`src/rtl/sa_result_drain_pkg.sv`:
```
// Shared types and helpers for the systolic-array result drain controller.
// Holds the FSM state type, the default word width and the compute-pass length.
package sa_result_drain_pkg;

    localparam int DW_DEFAULT = 8;

    typedef enum logic [2:0] {
        IDLE    = 3'd0,
        CLEAR   = 3'd1,
        RUN     = 3'd2,
        CAPTURE = 3'd3,
        DRAIN   = 3'd4
    } state_t;

    // Cycles needed to fill the skew, stream K beats and empty the skew again.
    function automatic int run_len(input int k, input int n);
        return k + 2 * n - 1;
    endfunction

endpackage

```
`src/rtl/sa_result_drain_if.sv`:
```
// Control and result-stream signals between the drain controller and its environment.
// slave is the controller's view, master is the view of whoever drives it.
interface sa_result_drain_if #(
    parameter int DW = 8,
    parameter int N  = 2
);
    localparam int IDXW = (N * N > 1) ? $clog2(N * N) : 1;

    logic              start;
    logic [N*N*DW-1:0] s_in;
    logic              out_ready;
    logic              acc_clr;
    logic              feed_en;
    logic              out_valid;
    logic [DW-1:0]     out_data;
    logic [IDXW-1:0]   out_idx;
    logic              out_last;
    logic              busy;
    logic              done;

    modport slave (
        input  start, s_in, out_ready,
        output acc_clr, feed_en, out_valid, out_data, out_idx, out_last, busy, done
    );

    modport master (
        output start, s_in, out_ready,
        input  acc_clr, feed_en, out_valid, out_data, out_idx, out_last, busy, done
    );
endinterface

```
`src/rtl/sa_result_drain.sv`:
```
// Sequences one compute pass of an N x N systolic array (clear, feed, capture)
// and then streams the captured results out in row-major order.
module sa_result_drain
    import sa_result_drain_pkg::*;
#(
    parameter int DW = DW_DEFAULT,
    parameter int N  = 2,
    parameter int K  = 4
) (
    input  logic            clk,
    input  logic            rst,
    sa_result_drain_if.slave bus,
    output state_t          dbg_state
);

    localparam int NW      = N * N;
    localparam int IDXW    = (NW > 1) ? $clog2(NW) : 1;
    localparam int RUN_LEN = run_len(K, N);
    localparam int CW      = $clog2(RUN_LEN + 1);

    localparam logic [CW-1:0]   LAST_RUN = CW'(RUN_LEN - 1);
    localparam logic [IDXW-1:0] LAST_IDX = IDXW'(NW - 1);

    state_t          state;
    logic [CW-1:0]   run_cnt;
    logic [DW-1:0]   shadow [NW];
    logic            acc_clr_q;
    logic            feed_en_q;
    logic            out_valid_q;
    logic [DW-1:0]   out_data_q;
    logic [IDXW-1:0] out_idx_q;
    logic            out_last_q;
    logic            done_q;
    logic [IDXW-1:0] nxt_idx;

    assign nxt_idx = out_idx_q + 1'b1;

    // Output stream: a word moves when out_valid and out_ready are both high on a
    // rising edge; out_valid never looks at out_ready, and while the sink stalls
    // out_data, out_idx and out_last stay frozen until that transfer happens.
    always_ff @(posedge clk or negedge rst) begin
        if (!rst) begin
            state       <= IDLE;
            run_cnt     <= '0;
            acc_clr_q   <= 1'b0;
            feed_en_q   <= 1'b0;
            out_valid_q <= 1'b0;
            out_data_q  <= '0;
            out_idx_q   <= '0;
            out_last_q  <= 1'b0;
            done_q      <= 1'b0;
            for (int i = 0; i < NW; i++) begin
                shadow[i] <= '0;
            end
        end else begin
            acc_clr_q <= 1'b0;
            done_q    <= 1'b0;
            case (state)
                IDLE: begin
                    if (bus.start) begin
                        state     <= CLEAR;
                        acc_clr_q <= 1'b1;
                    end
                end
                CLEAR: begin
                    state     <= RUN;
                    feed_en_q <= 1'b1;
                    run_cnt   <= '0;
                end
                RUN: begin
                    if (run_cnt == LAST_RUN) begin
                        state     <= CAPTURE;
                        feed_en_q <= 1'b0;
                        run_cnt   <= '0;
                    end else begin
                        run_cnt <= run_cnt + 1'b1;
                    end
                end
                CAPTURE: begin
                    // Word 0 is taken straight from s_in since the shadow loads on this same edge.
                    for (int i = 0; i < NW; i++) begin
                        shadow[i] <= bus.s_in[i*DW +: DW];
                    end
                    out_data_q  <= bus.s_in[0 +: DW];
                    out_idx_q   <= '0;
                    out_last_q  <= (NW == 1);
                    out_valid_q <= 1'b1;
                    state       <= DRAIN;
                end
                DRAIN: begin
                    if (bus.out_ready) begin
                        if (out_idx_q == LAST_IDX) begin
                            out_valid_q <= 1'b0;
                            out_last_q  <= 1'b0;
                            out_idx_q   <= '0;
                            done_q      <= 1'b1;
                            state       <= IDLE;
                        end else begin
                            out_idx_q  <= nxt_idx;
                            out_data_q <= shadow[nxt_idx];
                            out_last_q <= (nxt_idx == LAST_IDX);
                        end
                    end
                end
                default: state <= IDLE;
            endcase
        end
    end

    assign bus.acc_clr   = acc_clr_q;
    assign bus.feed_en   = feed_en_q;
    assign bus.out_valid = out_valid_q;
    assign bus.out_data  = out_data_q;
    assign bus.out_idx   = out_idx_q;
    assign bus.out_last  = out_last_q;
    assign bus.done      = done_q;
    assign bus.busy      = (state != IDLE);
    assign dbg_state     = state;

endmodule

```
`src/flat_wrapper.sv`:
```
// flat-port wrapper written by rule: the top's interface ports become plain ports
module sa_result_drain_flat import sa_result_drain_pkg::*;
#(
    parameter int DW = DW_DEFAULT,
    parameter int N  = 2,
    parameter int K  = 4
)
  (clk, rst, dbg_state, bus_start, bus_s_in, bus_out_ready, bus_acc_clr, bus_feed_en, bus_out_valid, bus_out_data, bus_out_idx, bus_out_last, bus_busy, bus_done);
  sa_result_drain_if #(.DW(DW), .N(N)) bus_i ();
  input  logic clk;
  input  logic rst;
  output state_t dbg_state;
  input wire logic [$bits(bus_i.start)-1:0] bus_start;
  input wire logic [$bits(bus_i.s_in)-1:0] bus_s_in;
  input wire logic [$bits(bus_i.out_ready)-1:0] bus_out_ready;
  output wire logic [$bits(bus_i.acc_clr)-1:0] bus_acc_clr;
  output wire logic [$bits(bus_i.feed_en)-1:0] bus_feed_en;
  output wire logic [$bits(bus_i.out_valid)-1:0] bus_out_valid;
  output wire logic [$bits(bus_i.out_data)-1:0] bus_out_data;
  output wire logic [$bits(bus_i.out_idx)-1:0] bus_out_idx;
  output wire logic [$bits(bus_i.out_last)-1:0] bus_out_last;
  output wire logic [$bits(bus_i.busy)-1:0] bus_busy;
  output wire logic [$bits(bus_i.done)-1:0] bus_done;
  assign bus_i.start = bus_start;
  assign bus_i.s_in = bus_s_in;
  assign bus_i.out_ready = bus_out_ready;
  assign bus_acc_clr = bus_i.acc_clr;
  assign bus_feed_en = bus_i.feed_en;
  assign bus_out_valid = bus_i.out_valid;
  assign bus_out_data = bus_i.out_data;
  assign bus_out_idx = bus_i.out_idx;
  assign bus_out_last = bus_i.out_last;
  assign bus_busy = bus_i.busy;
  assign bus_done = bus_i.done;
  sa_result_drain #(.DW(DW), .N(N), .K(K)) u_core (.clk(clk), .rst(rst), .bus(bus_i), .dbg_state(dbg_state));
endmodule
```
`config.mk`:
```
export PLATFORM = sky130hd
export DESIGN_NAME = sa_result_drain_flat
export DESIGN_NICKNAME = d
export VERILOG_FILES = /design/src/rtl/sa_result_drain_pkg.sv /design/src/rtl/sa_result_drain_if.sv /design/src/rtl/sa_result_drain.sv /design/src/flat_wrapper.sv
export SDC_FILE = /design/constraint.sdc
export NUM_CORES = 1
export LEC_CHECK = 0
export ABC_AREA = 1
export CORE_MARGIN = 2
export CORE_UTILIZATION = 52
export CTS_CLUSTER_DIAMETER = 60
export DETAILED_ROUTE_END_ITERATION = 10
export PLACE_DENSITY = 0.93
export RECOVER_POWER = 25
export SETUP_SLACK_MARGIN = 0.02
export SLEW_MARGIN = 25
export SYNTH_ARGS = -nofsm -noshare
export SYNTH_HDL_FRONTEND = slang
export SYNTH_SLANG_ARGS = --single-unit
export TNS_END_PERCENT = 5
```
`constraint.sdc`:
```
create_clock -name clk -period 4.5 [get_ports clk]
set_clock_uncertainty 0.05 [all_clocks]
set_input_delay 0.9 -clock clk [delete_from_list [all_inputs] [get_ports clk]]
set_output_delay 0.9 -clock clk [all_outputs]
set_load 0.05 [all_outputs]
```
# Word-level counts from Yosys, hierarchy flattened
# Cells that the tools add are included.
word_totals:
  regBits: 53
  inputBits: 36
  out_inout_bits: 19
classes:
  n_addsub: 2
  order_cmp: 1
  eq_ne: 12
  n_mux: 29
  bitwise: 1
  reduce_logical: 9
op_table:
  columns: ["op", "n"]
  rows:
  - ["2-to-1 mux 8 bit", 4]
  - ["binary-select mux 8 bit (select 2 bit)", 1]
  - ["case mux 8 bit (2 select lines)", 1]
  - ["2-to-1 mux 3 bit", 5]
  - ["case mux 3 bit (5 select lines)", 1]
  - ["2-to-1 mux 1 bit", 10]
  - ["equality test 3 x 2 -> 1 bit, second input constant", 2]
  - ["equality test 3 bit, second input constant", 2]
  - ["!= test 2 bit, second input constant", 3]
  - ["case mux 1 bit (2 select lines)", 3]
  - ["case mux 3 bit (2 select lines)", 1]
  - ["AND reduction 3 bit", 2]
  - ["equality test 2 bit, second input constant", 2]
  - ["2-to-1 mux 2 bit", 2]
  - ["!= test 2 x 1 -> 1 bit, second input constant", 2]
  - ["case mux 2 bit (2 select lines)", 1]
  - ["AND reduction 2 bit", 2]
  - ["AND reduction 4 bit", 1]
  - ["nonzero test 2 bit", 2]
  - ["adder 3 x 1 -> 3 bit, second input constant", 1]
  - ["equality test 3 x 1 -> 1 bit, second input constant", 1]
  - [">= comparator 3 bit, second input constant", 1]
  - ["zero test 3 bit", 1]
  - ["NOT 2 -> 3 bit", 1]
  - ["2 further kinds", 2]

# Logic depth before layout (Yosys ltp)
depth:
  ltp_word: 8
  ltp_mapped: 11
  mapped_depth_nobuf: 8

# Least setup slack after synthesis
# Ideal clock, no wire load.
synth_path:
  path_kind: "reg-to-reg"
  from: "register u_core.out_idx_q[0] (netlist: u_core.bus.out_idx[0])"
  to: "register u_core.out_data_q[1] (netlist: u_core.bus.out_data[1])"
  setup_ps: 118
  t_arrival_ps: 2044
  t_required_ps: 4332
  slack_ps: 2288
  stages_incl_launch_ff: 11
  n_path_buf: 3
  synth_period_minus_slack_ps: 2212
  cell_sequence: "dfrtp_1 buf_2 inv_2 buf_2 ha_1 buf_2 clkinv_1 nand3_1 nand3_1 nand3_1 nand2_1"
synth_via:
  elab_chain_cells: 8
  word_cells_on_any_way: 11
  cone_classes: "add/sub: 1; eq/ne: 2; mux: 6; bitwise: 1; reduce/logical: 1"
synth_lines:
  columns: ["item", "line", "text"]
  rows:
  - ["start: declaration", "sa_result_drain.sv:31", "logic [IDXW-1:0] out_idx_q;"]
  - ["start signal: assignment", "sa_result_drain.sv:99", "out_idx_q <= nxt_idx;"]
  - ["adder 2 x 1 -> 2 bit", "sa_result_drain.sv:36", "assign nxt_idx = out_idx_q + 1'b1;"]
  - ["NOT 2 -> 3 bit (implied by the code)", "sa_result_drain.sv:100", "out_data_q <= shadow[nxt_idx];"]
  - ["binary-select mux 8 bit (select 2 bit)", "sa_result_drain.sv:100", null]
  - ["2-to-1 mux 8 bit (implied by the code) (2 in a row)", "sa_result_drain.sv:100", null]
  - ["2-to-1 mux 8 bit", "sa_result_drain.sv:92", "if (out_idx_q == LAST_IDX) begin"]
  - ["2-to-1 mux 8 bit", "sa_result_drain.sv:91", "if (bus.out_ready) begin"]
  - ["case mux 8 bit (2 select lines)", "sa_result_drain.sv:58", "case (state)"]
  - ["end signal: assignment", "sa_result_drain.sv:84", "out_data_q <= bus.s_in[0 +: DW];"]
  - ["end signal: assignment", "sa_result_drain.sv:100", null]
  - ["end: declaration", "sa_result_drain.sv:30", "logic [DW-1:0] out_data_q;"]
# Parallel ways exist; a longest one is shown, timed or not. The select of a mux whose other input is x is not followed.
# A chain may end at the register's enable or synchronous reset.

==> insert_results.sql <==
INSERT INTO impl_metrics (metric_group, metric, value, unit) VALUES
('floorplan', 'fp.coreArea', '0.00466', 'mm^2'),
('floorplan', 'die-area', '0.00533', 'mm^2'),
('pwr', 'comb_power_share', '49.8', '%'),
('cts', 'cts_max_path_buffers', '2', ''),
('yosys', 'ys_seq_elements', '53', ''),
('place', 'gp_congestion', '0.836', ''),
('status', 'outcome', 'finished, violations left', ''),
('timing', 'hold_violations', '0', ''),
('finish', 'finish.utilization', '66.4', '%'),
('pwr', 'pwr-share-seq', '35.8', '%'),
('critical_path', 'critPathSlowestCell', 'sky130_fd_sc_hd__clkbuf_1', ''),
('pwr', 'power.clock.fraction', '14.4', '%'),
('finish', 'net_count_reported_at_finish', '382', ''),
('pwr', 'switchingPower', '0.818', 'mW'),
('yosys', 'yosys.cell_types.count', '18', ''),
('route', 'viasPerCell', '5.30', ''),
('timing', 'layout_min_cycle_time', '3.00', 'ns'),
('critical_path', 'startpoint', 'rst', ''),
('min_path', 'holdCritStartpoint', 'u_core.bus.out_data[0]$_DFFE_PN0P_', ''),
('cts', 'post-cts-setup-buffer-count', '0', ''),
('cts', 'cts.sinks', '53', ''),
('grt', 'number_of_antenna_violations_at_the_first_check_in_global_routing', '0', ''),
('pwr', 'power.density', '574', 'mW/mm^2'),
('timing', 'final.hold.worst_slack', '0.436', 'ns'),
('critical_path', 'path_max_fanout', '53', ''),
('min_path', 'min_delay_path_depth', '2', ''),
('route', 'drt.antenna.violating_nets', '0', ''),
('pwr', 'netSwitchingFraction', '46.0', '%'),
('timing', 'share_of_the_cycle_needed_by_the_critical_path_after_routing', '66.7', '%'),
('critical_path', 'worst_setup_path_end_kind', 'async pin', ''),
('grt', 'number_of_global_route_vias_before_repair', '1975', ''),
('yosys', 'post_synthesis_instance_total', '294', ''),
('timing', 'worst_slew_pin_slew', '2.69', 'ns'),
('yosys', 'syn-mean-instance-area', '8.43', 'um^2'),
('timing', 'finalMaxSlewViolations', '54', ''),
('critical_path', 'path_type_of_the_worst_setup_path', 'input port to async pin', ''),
('pwr', 'cell_internal_pwr', '0.960', 'mW'),
('grt', 'grt_start_max_net_pins', '56', ''),
('status', 'violations_in_the_final_reports', 'capacitance limit, slew limit', ''),
('floorplan', 'chipWidth', '73.0', 'um'),
('critical_path', 'critPathBufInv', '1', ''),
('cts', 'post_cts_resized', '0', ''),
('yosys', 'synth_area', '0.00248', 'mm^2'),
('floorplan', 'dieHeight', '73.0', 'um'),
('route', 'drc', '0', ''),
('timing', 'layout_setup_ws', '1.50', 'ns'),
('route', 'detailedRoute.firstPassIterationCount', '4', ''),
('floorplan', 'placementRows', '25', ''),
('critical_path', 'worstSetupPathDepth', '1', ''),
('critical_path', 'reg2regPathDepth', '7', ''),
('place', 'preCtsSetupSlack', '1.87', 'ns'),
('timing', 'timing.setup.tns', '0', 'ns'),
('cts', 'cts_tree', 'built', ''),
('timing', 'grt_setup_unrepaired', 'false', ''),
('place', 'buffer_ports.inserted', '54', ''),
('grt', 'globalRouteOverflowTotal', '0', ''),
('finish', 'share_of_cells_above_drive_strength_1', '7.25', '%'),
('place', 'hpwl', '3.68', 'mm'),
('timing', 'max_clock_freq', '0.333', 'GHz'),
('cts', 'clk_transition_reported_paths', '0.08', 'ns'),
('yosys', 'synth_seq_area_share', '53.5', '%'),
('route', 'route.final.wire_length', '5.31', 'mm'),
('cts', 'h_tree_level_count', '2', ''),
('finish', 'diodes', '0', ''),
('flow_run', 'cap_viol_max_count', '1', ''),
('grt', 'grt_first_pass_wirelength', '8.75', 'mm'),
('route', 'dr_total_vias', '2114', ''),
('critical_path', 'crit-reg2reg-launch', 'u_core.bus.out_idx[0]$_DFFE_PN0P_', ''),
('pwr', 'power_leakage', '1.56', 'nW'),
('cts', 'clock_latency', '0.31', 'ns'),
('finish', 'area_delta_synth_final', '24.9', '%');
## synth_stat cells, drive strengths merged
cell type / instances
xnor2: 1
dfrtp: 53
nor3: 2
nor2: 21
buf: 12
inv: 41
ha: 2
nand3: 39
clkinv: 1
mux2: 12
a21oi: 16
o22ai: 2
o21ai: 13
nand2: 79
## path summary, 6_finish.rpt
check	slack [ns]	to
max reg2reg	1.91	u_core.bus.out_data[6]$_DFFE_PN0P_
min reg2reg	0.44	u_core.bus.out_data[0]$_DFFE_PN0P_
min in group asynchronous	1.38	u_core.shadow[15]$_DFFE_PN0N_
max	1.50	u_core.shadow[16]$_DFFE_PN0N_
max in group clk	1.51	bus_out_idx[0]
min	0.44	u_core.bus.out_data[0]$_DFFE_PN0P_
## through the flow
stage / total power, mW / instances
after floorplan: 1.24 / 294
after global placement: 1.49 / 391
after detailed placement: 1.52 / 391
after CTS: 1.78 / 399
after global routing: 1.89 / 399
final: 1.78 / 399
## power groups by stage
stage	Clock (mW)	Combinational (mW)	Sequential (mW)
5_1_grt	0.281	0.968	0.644
2_1_floorplan	0	0.409	0.835
4_1_cts	0.263	0.886	0.634
3_3_place_gp	0	0.851	0.640
3_5_place_dp	0	0.876	0.642
6_report	0.257	0.885	0.636
## cells by family after synthesis
group / share of synthesized area [%]
muxes: 5.45
AOI/OAI and AO/OA: 6.51
xor gates and xnor gates: 0.353
buffers and inverters: 9.54
and+or+nand+nor: 23.6
adders and majority gates: 1.01
DFF: 53.5
## cell usage in the layout, fill, tap and decap left out, types with 5 or more instances in the layout
cell type,Yosys,routed
sky130_fd_sc_hd__dfrtp_1,53,53
sky130_fd_sc_hd__nand2_1,79,79
sky130_fd_sc_hd__nand3_1,39,38
sky130_fd_sc_hd__nor2_1,19,19
sky130_fd_sc_hd__inv_1,40,40
sky130_fd_sc_hd__a21oi_1,16,16
sky130_fd_sc_hd__mux2_2,12,12
sky130_fd_sc_hd__o21ai_0,12,12
sky130_fd_sc_hd__clkbuf_8,0,5
sky130_fd_sc_hd__clkdlybuf4s50_1,0,53
## routing by layer
metal	global-route usage (%)	wire length [um]	up-vias
li1	-	-	1023
met1	27.0	2330	988
met3	6.35	359	15
met4	9.26	123	0
met5	0	0	-
met2	34.5	2490	88
## area by class of cell
type                            count  area (um^2)
Tap cell                           54         67.6
Fill cell                         374         1560
Clock buffer                        6         72.6
Multi-Input combinational cell    187          921
Inverter                           42          158
Sequential cell                    53         1330
Clock inverter                      2         10.0
Timing Repair Buffer               55          542
## registers in the layout (all words and copies together) (netlist names)
name,count
u_core.bus.out_last,1
u_core.bus.out_valid,1
u_core.bus.done,1
u_core.bus.out_data,8
u_core.dbg_state,3
u_core.run_cnt,3
u_core.bus.acc_clr,1
u_core.bus.out_idx,2
u_core.bus.feed_en,1
u_core.shadow,32
## tightest hold or removal path, cell delays in order, from the launching register on
cell	delay [ns]
sky130_fd_sc_hd__dfrtp_1	0.35
sky130_fd_sc_hd__nand2_1	0.05
sky130_fd_sc_hd__nand2_1	0.06
Power figures use the tool's default switching activity.
